==> src/rtl/rw_seed_sequencer_pkg.sv <==
// rtl/rw_seed_sequencer_pkg.sv - shared PathORAM constants: FSM encoding and width helpers
// Purpose: state encoding and IV/BID/level width helpers used by the seed sequencer.
// Ports: none (package).
package rw_seed_sequencer_pkg;

    localparam logic [1:0] ST_IDLE  = 2'd0;
    localparam logic [1:0] ST_READ  = 2'd1;
    localparam logic [1:0] ST_WRITE = 2'd2;

    // Bits needed to hold a tree level 0..oraml.
    function automatic int level_width(input int oraml);
        return (oraml < 1) ? 1 : $clog2(oraml + 1);
    endfunction

    // Heap-order bucket index of a depth-oraml tree needs oraml+1 bits.
    function automatic int bid_width(input int oraml);
        return oraml + 1;
    endfunction

    function automatic int iv_width(input int aes_entropy);
        return aes_entropy;
    endfunction

endpackage

==> src/rtl/bkt_index_calc.sv <==
// rtl/bkt_index_calc.sv - heap-order bucket index of a leaf path at a given level
// Purpose: combinational BID = (2^level - 1) + (leaf >> (ORAML - level)).
// Ports: i_leaf (ORAML bits), i_level (tree level), o_bid (ORAML+1 bits).
module bkt_index_calc
    import rw_seed_sequencer_pkg::*;
#(
    parameter int ORAML = 16
) (
    input  logic [ORAML-1:0]                i_leaf,
    input  logic [level_width(ORAML)-1:0]   i_level,
    output logic [bid_width(ORAML)-1:0]     o_bid
);

    localparam int LW = level_width(ORAML);
    localparam logic [ORAML:0] ONE = {{ORAML{1'b0}}, 1'b1};

    logic [ORAML:0] w_base;
    logic [ORAML:0] w_path;
    logic [LW-1:0]  w_shift;

    // First index of the level, plus the leaf's ancestor offset within it.
    assign w_base  = (ONE << i_level) - ONE;
    assign w_shift = LW'(ORAML) - i_level;
    assign w_path  = {1'b0, i_leaf} >> w_shift;
    assign o_bid   = w_base + w_path;

endmodule

==> src/rtl/counter.sv <==
// rtl/counter.sv - loadable up-counter primitive
// Purpose: generic loadable incrementing counter; load has priority over increment.
// Ports: i_clk, i_rst (async, active-high), i_load, i_load_value, i_inc, o_count.
module counter #(
    parameter int WIDTH = 4
) (
    input  logic             i_clk,
    input  logic             i_rst,
    input  logic             i_load,
    input  logic [WIDTH-1:0] i_load_value,
    input  logic             i_inc,
    output logic [WIDTH-1:0] o_count
);

    logic [WIDTH-1:0] r_count;

    always_ff @(posedge i_clk or posedge i_rst) begin
        if (i_rst) begin
            r_count <= '0;
        end else if (i_load) begin
            r_count <= i_load_value;
        end else if (i_inc) begin
            r_count <= r_count + 1'b1;
        end
    end

    assign o_count = r_count;

endmodule

==> src/rtl/rw_seed_sequencer.sv <==
// rtl/rw_seed_sequencer.sv - per-bucket IV/BID sequencer for PathORAM read/write phases
// Purpose: walks one path per eviction (read phase then write phase), emitting one
//   registered beat per bucket with its IV seed, heap index and level.
// Ports: i_Clock, i_Reset (async, active-high), i_Enable, i_ReverseLex,
//   o_OutIV, o_OutBID, o_OutLevel, o_OutWrite, o_OutValid, i_OutReady,
//   o_PathDone (pulse on last write transfer), o_Overflow (sticky G wrap).
module rw_seed_sequencer
    import rw_seed_sequencer_pkg::*;
#(
    parameter int ORAML      = 16,
    parameter int AESEntropy = 64,
    parameter int TopLevels  = 0
) (
    input  logic                              i_Clock,
    input  logic                              i_Reset,
    input  logic                              i_Enable,
    input  logic                              i_ReverseLex,
    output logic [iv_width(AESEntropy)-1:0]   o_OutIV,
    output logic [bid_width(ORAML)-1:0]       o_OutBID,
    output logic [level_width(ORAML)-1:0]     o_OutLevel,
    output logic                              o_OutWrite,
    output logic                              o_OutValid,
    input  logic                              i_OutReady,
    output logic                              o_PathDone,
    output logic                              o_Overflow
);

    localparam int LW = level_width(ORAML);
    localparam logic [LW-1:0] LVL_TOP  = LW'(TopLevels);
    localparam logic [LW-1:0] LVL_LAST = LW'(ORAML);

    logic [1:0]            r_state;
    logic                  r_valid;
    logic [AESEntropy-1:0] r_g;
    logic [ORAML-1:0]      r_leaf;
    logic                  r_overflow;
    logic [AESEntropy-1:0] r_iv;
    logic [ORAML:0]        r_bid;
    logic                  r_write;

    logic [LW-1:0]         w_level;
    logic                  w_xfer;
    logic                  w_last;
    logic                  w_path_end;
    logic                  w_to_write;
    logic                  w_step;
    logic                  w_start;
    logic                  w_load_out;
    logic [AESEntropy-1:0] w_g_next;
    logic [AESEntropy-1:0] w_g_src;
    logic [ORAML-1:0]      w_rev_leaf;
    logic [ORAML-1:0]      w_nxt_leaf;
    logic [LW-1:0]         w_nxt_level;
    logic                  w_nxt_write;
    logic [AESEntropy-1:0] w_nxt_iv;
    logic [ORAML:0]        w_nxt_bid;

    assign w_xfer     = r_valid & i_OutReady;
    assign w_last     = (w_level == LVL_LAST);
    assign w_path_end = w_xfer & w_last & (r_state == ST_WRITE);
    assign w_to_write = w_xfer & w_last & (r_state == ST_READ);
    assign w_step     = w_xfer & ~w_last;
    assign w_start    = ((r_state == ST_IDLE) & i_Enable) | (w_path_end & i_Enable);
    assign w_load_out = w_start | w_to_write | w_step;

    // A back-to-back read phase must already see the incremented G.
    assign w_g_next = r_g + AESEntropy'(1);
    assign w_g_src  = w_path_end ? w_g_next : r_g;

    always_comb begin
        w_rev_leaf = '0;
        for (int i = 0; i < ORAML; i++) begin
            w_rev_leaf[i] = w_g_src[ORAML-1-i];
        end
    end

    // Leaf is only re-chosen at read-phase start; the write phase reuses it.
    assign w_nxt_leaf  = w_start ? (i_ReverseLex ? w_rev_leaf : w_g_src[ORAML-1:0]) : r_leaf;
    assign w_nxt_level = w_step ? (w_level + 1'b1) : LVL_TOP;
    assign w_nxt_write = w_to_write ? 1'b1 : (w_step ? r_write : 1'b0);
    assign w_nxt_iv    = (w_g_src >> w_nxt_level) + AESEntropy'(w_nxt_write);

    bkt_index_calc #(
        .ORAML (ORAML)
    ) u_bkt_index_calc (
        .i_leaf  (w_nxt_leaf),
        .i_level (w_nxt_level),
        .o_bid   (w_nxt_bid)
    );

    counter #(
        .WIDTH (LW)
    ) u_level_counter (
        .i_clk        (i_Clock),
        .i_rst        (i_Reset),
        .i_load       (w_start | w_to_write),
        .i_load_value (LVL_TOP),
        .i_inc        (w_step),
        .o_count      (w_level)
    );

    always_ff @(posedge i_Clock or posedge i_Reset) begin
        if (i_Reset) begin
            r_state    <= ST_IDLE;
            r_valid    <= 1'b0;
            r_g        <= '0;
            r_leaf     <= '0;
            r_overflow <= 1'b0;
            r_iv       <= '0;
            r_bid      <= '0;
            r_write    <= 1'b0;
        end else begin
            if (w_start) begin
                r_state <= ST_READ;
                r_valid <= 1'b1;
            end else if (w_to_write) begin
                r_state <= ST_WRITE;
            end else if (w_path_end) begin
                r_state <= ST_IDLE;
                r_valid <= 1'b0;
            end
            if (w_load_out) begin
                r_leaf  <= w_nxt_leaf;
                r_iv    <= w_nxt_iv;
                r_bid   <= w_nxt_bid;
                r_write <= w_nxt_write;
            end
            if (w_path_end) begin
                r_g <= w_g_next;
                if (&r_g) begin
                    r_overflow <= 1'b1;
                end
            end
        end
    end

    assign o_OutIV    = r_iv;
    assign o_OutBID   = r_bid;
    assign o_OutLevel = w_level;
    assign o_OutWrite = r_write;
    assign o_OutValid = r_valid;
    assign o_PathDone = w_path_end;
    assign o_Overflow = r_overflow;

endmodule

==> config.mk <==
export PLATFORM = sky130hd
export DESIGN_NAME = rw_seed_sequencer
export DESIGN_NICKNAME = d
export VERILOG_FILES = /design/src/rtl/rw_seed_sequencer_pkg.sv /design/src/rtl/bkt_index_calc.sv /design/src/rtl/counter.sv /design/src/rtl/rw_seed_sequencer.sv
export SDC_FILE = /design/constraint.sdc
export NUM_CORES = 1
export LEC_CHECK = 0
export ABC_AREA = 1
export BUFFER_PORTS_ARGS = -buffer_cell sky130_fd_sc_hd__buf_2
export CAP_MARGIN = 10
export CORE_ASPECT_RATIO = 0.75
export CORE_MARGIN = 2
export CORE_UTILIZATION = 46
export CTS_BUF_LIST = sky130_fd_sc_hd__clkbuf_16
export DETAILED_ROUTE_END_ITERATION = 10
export SYNTH_ARGS = -nofsm -noshare
export SYNTH_HDL_FRONTEND = slang
export SYNTH_SLANG_ARGS = --single-unit
export TNS_END_PERCENT = 1
==> constraint.sdc <==
create_clock -name i_Clock -period 11.95 [get_ports i_Clock]
set_input_delay 1.195 -clock i_Clock [delete_from_list [all_inputs] [get_ports i_Clock]]
set_output_delay 1.195 -clock i_Clock [all_outputs]
set_load 0.03 [all_outputs]
# Word level (Yosys, flattened, before mapping)
# Index checks and enable logic that the tools add are counted.
# word_totals
ramBits	0
input_bits	5
memories	0
reg_bits	171
romBits	0
latch_bits	0
out_inout_bits	90
# classes
n_mul	0
reduce_logical	6
muxes	14
order_cmp	0
bitwise_logic	11
div_mod_pow	0
n_addsub	6
eq_ne	4
shifts	3
# op_table
operator	n
65-bit AND reduction	1
64-bit by 1-bit adder with 64-bit output	1
64-bit by 1-bit adder with 64-bit output (second input constant)	1
64-bit 2-to-1 mux	1
64-bit by 5-bit >> shifter with 64-bit output	1
16-bit 2-to-1 mux	2
17-bit adder	1
1-bit by 5-bit << shifter with 17-bit output (first input constant)	1
16-bit by 5-bit >> shifter with 17-bit output	1
17-bit by 1-bit subtractor with 17-bit output (second input constant)	1
5-bit 2-to-1 mux	3
1-bit AND	7
2-bit 2-to-1 mux	3
5-bit by 1-bit adder with 5-bit output (second input constant)	1
5-bit equality test (second input constant)	1
1-bit 2-to-1 mux	5
5-bit subtractor (first input constant)	1
2-bit nonzero test	2
1-bit OR	3
3-bit nonzero test	1
2-bit by 1-bit equality test with 1-bit output (second input constant)	1
2-bit equality test (second input constant)	1
2-bit zero test	1
2-bit by 1-bit != test with 1-bit output (second input constant)	1
other kinds (2)	2

# Depth between registers and ports, before layout
# depth
ltp_word	8
ltp_mapped	45
mapped_depth_nobuf	43

# Hierarchy
# Synthesis repeated with hierarchy kept, for this count alone.
# hier_totals
hier_cells	3338
hier_area_um2	18791.8
# by_module_without_submodules
mod	instances	area_each_um2	cells_per_inst	seq_area_each_um2
rw_seed_sequencer	1	16283.1	2863	4154.0
bkt_index_calc	1	2224.6	439	0.0
counter	1	284.0	36	125.1

# Least setup slack after synthesis
# Ideal clock, no wire load.
# synth_timing
path_kind	input-to-reg
from	input i_OutReady
to	register r_bid[13], in the netlist o_OutBID[13]
t_required_ps	11815
cell_stages	39
setup_slack_ps	5368
arrival_time_ps	6447
path_cell_list	nand2_2 > nor2_8 > inv_4 > nor2_8 > inv_2 > buf_4 > buf_2 > clkbuf_1 > clkbuf_1 > ha_1 > nand2_1 > nor2_1 > xor2_1 > inv_1 > nor2_1 > inv_2 > a21oi_1 > a32o_1 > [3 not listed] > fa_1 > nand3_1 > nand2_1 > a21oi_1 > o21bai_1 > nand2_1 > inv_1 > or2_2 > a21oi_1 > nor2_1 > o21ai_0 > nand2_1 > nand2_1 > inv_1 > o21ai_0 > nand2_1 > xnor2_1 > o21ai_0
# synth_via
elab_chain_cells	8
# synth_rtl
item	line	text
start: declaration	rw_seed_sequencer.sv:23	input logic i_OutReady,
1-bit AND *	rw_seed_sequencer.sv:58	assign w_xfer = r_valid & i_OutReady;
parallel branches: the longest is 7 deep, another holds 17-bit adder	--	
end signal: assignment	rw_seed_sequencer.sv:125	r_bid <= w_nxt_bid;
end: declaration	rw_seed_sequencer.sv:38	logic [ORAML:0] r_bid;
# Mark *: on every way between the ends.
# A chain may end at the register's enable or synchronous reset.

# Worst setup path in the final report
# Ends and elaborated chain as after synthesis.

==> impl_metrics.env <==
export IMPL_outcome="finished, final reports clean"
export IMPL_drv_slew=0
export IMPL_gp_congestion=0.993
export IMPL_drt_iter0_drc=2119
export IMPL_antenna_cells=0
export IMPL_fin_skew_ps=23.2
export IMPL_cts_buffers=17
export IMPL_combPwrFrac_pct=1.3
export IMPL_critPathMaxStageDelay_ps=860
export IMPL_hp_start="o_OutIV[43]"
export IMPL_synthSimpleGateAreaFrac_pct=55.0
export IMPL_start_util_pct=46.9
export IMPL_hold_buffers=0
export IMPL_final_hold_viol_count=0
export IMPL_arrival_ps=7820
export IMPL_wl_um=64600
export IMPL_drc=0
export IMPL_fin_crit_sh_pct=62.8
export IMPL_avgSynthCellArea_um2=6.02
export IMPL_antenna_found_initial=0
export IMPL_ios=95
export IMPL_firstDrtPassIters=6
export IMPL_grt_ovfl_total=0
export IMPL_power_density_nw_per_um2=62.0
export IMPL_grt_pass1_vias=18000
export IMPL_grt_max_degree=100
export IMPL_cp_start_kind="primary input"
export IMPL_synth_top_family_by_area="simple AND/OR/NAND/NOR gates"
export IMPL_nets=2966
export IMPL_drive_gt1_share_pct=12.5
export IMPL_clk_path_buf_depth=2
export IMPL_cts_tree="yes"
export IMPL_power_mw=1.16
export IMPL_synth_compound_area_share_pct=6.65
export IMPL_core_um2=37200
export IMPL_cellLeakagePower_nw=9.26
export IMPL_crit_path_frequent_cell="nand2_1"
export IMPL_root_buffer="clkbuf_16"
export IMPL_cts_sinks=171
export IMPL_p_int_uw=854
export IMPL_synth_xor_area_share_pct=1.80
export IMPL_syn_inst=2899
export IMPL_synth_area_mux_share_pct=0
export IMPL_switching_share_pct=26.4
export IMPL_crit_path_end_kind="register"
export IMPL_final_common_cell="nand2_1"
export IMPL_clk_pin_slew_ps=70
export IMPL_tightest_slew_ps=1150
export IMPL_vdd_drop_max_mv=0.102
export IMPL_grt_util_all_layers_pct=32.9
export IMPL_num_rows=61
export IMPL_cp_startpoint="i_OutReady"
export IMPL_setup_violations_final=0
export IMPL_power_frac_seq_pct=49.9
export IMPL_period_minus_slack_ps=7500
export IMPL_rsz0062_at_grt="false"
export IMPL_ys_ff_latch=171
export IMPL_synth_adder_area_share_pct=3.20
export IMPL_cp_required_ps=12270
export IMPL_timing_fmax_ghz=0.133
export IMPL_area_delta_synth_final_pct=7.21
export IMPL_rr_startpoint="u_level_counter.o_count[0]"
export IMPL_worst_setup_path_type="primary input to register"
export IMPL_path_max_fanout=39
export IMPL_final_cell_mix="941 x nand2_1, 609 x nand3_1, 264 x nor2_1"
export IMPL_fin_tns_setup_ps=0
export IMPL_synth_nets=2948
export IMPL_synth_area_um2=17500
export IMPL_wire_per_inst_um=18.8
export IMPL_die_w_um=229
export IMPL_yosysWarnings=0
export IMPL_clock_power_share_pct=48.8
export IMPL_drv_cap=0
export IMPL_slowest_stage="nor2_4"
export IMPL_ant_nets=0
export IMPL_post_cts_resized=0
export IMPL_p_sw_uw=306
export IMPL_synth_seq_area_share_pct=24.5
export IMPL_slew_limit_headroom_pct=22.9
export IMPL_htreeDepth=4
export IMPL_dieArea_um2=39500
export IMPL_synth_distinct_cells=51
export IMPL_floorplan_die_height_um=173
export IMPL_dpl_hpwl_um=51200
export IMPL_cts_setup_buffers=0
export IMPL_vias=19300
export IMPL_min_path_type="register to register"
export IMPL_grt_pass1_wl_um=102000
export IMPL_insertion_delay_ps=490
export IMPL_vias_per_cell=5.62
export IMPL_place_port_buffers=94
-- final timing paths --
path                                      to  slack (ps)  cells after the start
min in group asynchronous        o_OutIV[48]         720                      2
max in group asynchronous        o_OutBID[1]        9940                      3
worst max-delay path            o_OutBID[13]        4450                     39
worst max register to register  o_OutBID[13]        4520                     40
worst min register to register   o_OutIV[43]         470                      2
worst min-delay path             o_OutIV[43]         470                      2
-- state kept, by name, summed over array words and instances (netlist names) --
name,count
r_g,64
u_level_counter.o_count,5
o_OutValid,1
o_OutBID,17
r_leaf,16
o_OutWrite,1
r_state,2
o_OutIV,64
o_Overflow,1
-- layout make-up --
type / count / area, um2
multi-input combinational: 2353 / 11700
timing repair buffer: 111 / 598
inverter: 263 / 996
fill: 4083 / 18500
clock buffer: 17 / 425
sequential: 171 / 4280
tap: 504 / 631
clock inverter: 15 / 129
-- power by group through the flow --
stage | Sequential (mW) | Combinational, mW | Clock, mW
2_1_floorplan | 0.590 | 0.0100 | 0
3_3_place_gp | 0.590 | 0.0160 | 0
3_5_place_dp | 0.590 | 0.0163 | 0
4_1_cts | 0.578 | 0.0164 | 0.574
5_1_grt | 0.578 | 0.0181 | 0.596
6_report | 0.578 | 0.0153 | 0.566
-- layer usage --
layer	up-vias	global-route usage [%]	wire length (um)
li1	9496	-	-
met1	8999	46.6	29900
met2	722	51.0	28100
met3	76	7.55	5490
met4	0	7.39	1170
met5	-	0	0
-- synth_stat cells, drive strengths merged --
| cell | count | area share [%] |
|---|---|---|
| o21a | 1 | 0.043 |
| o22ai | 1 | 0.036 |
| nand4 | 34 | 1.4 |
| nand2 | 999 | 23 |
| o21bai | 4 | 0.17 |
| buf | 72 | 2.3 |
| a31oi | 13 | 0.47 |
| a211oi | 1 | 0.043 |
| nor3 | 7 | 0.20 |
| a21oi | 36 | 1.1 |
| dfrtp | 171 | 25 |
| a31o | 1 | 0.050 |
| a32o | 1 | 0.057 |
| fa | 1 | 0.11 |
| nand3b | 11 | 0.47 |
| o31ai | 4 | 0.17 |
| nor2 | 357 | 11 |
| xnor2 | 17 | 0.85 |
| inv | 261 | 5.6 |
| or2 | 5 | 0.18 |
| ha | 43 | 3.1 |
| clkbuf | 40 | 0.86 |
| o21ai | 125 | 3.6 |
| and2 | 5 | 0.18 |
| o221ai | 3 | 0.15 |
| o211ai | 18 | 0.77 |
| o2111ai | 1 | 0.050 |
| nor4 | 2 | 0.072 |
| nand3 | 645 | 20 |
| xor2 | 18 | 0.95 |
| clkinv | 2 | 0.050 |
-- per-stage QoR --
step,utilization (%),area [um2],worst slack (ps),hold slack (ps),instances
after floorplan,-,17500,5370,440,2899
after global placement,48.8,18200,4240,445,3402
after detailed placement,48.8,18200,4010,461,3402
after CTS,50.3,18700,4440,480,3434
after global routing,50.3,18700,3680,494,3434
final,50.3,18700,4450,474,3434
-- kinds of logic (layout without fill, tap and decap cells) --
logic type,after synthesis,in the layout
and+or+nand+nor,2065,2065
buffers and inverters,375,406
AOI/OAI and AO/OA,209,209
DFF,171,171
adders and majority gates,44,44
xor gates and xnor gates,35,35
-- worst max-delay path, delay by kind of cell --
kind / cells / cell delay, ps
adders and majority gates: 3 / 950
and+or+nand+nor: 15 / 2820
xor gates and xnor gates: 1 / 130
AOI/OAI and AO/OA: 13 / 1940
buffers and inverters: 7 / 770
(Power assumes the default switching activity.)
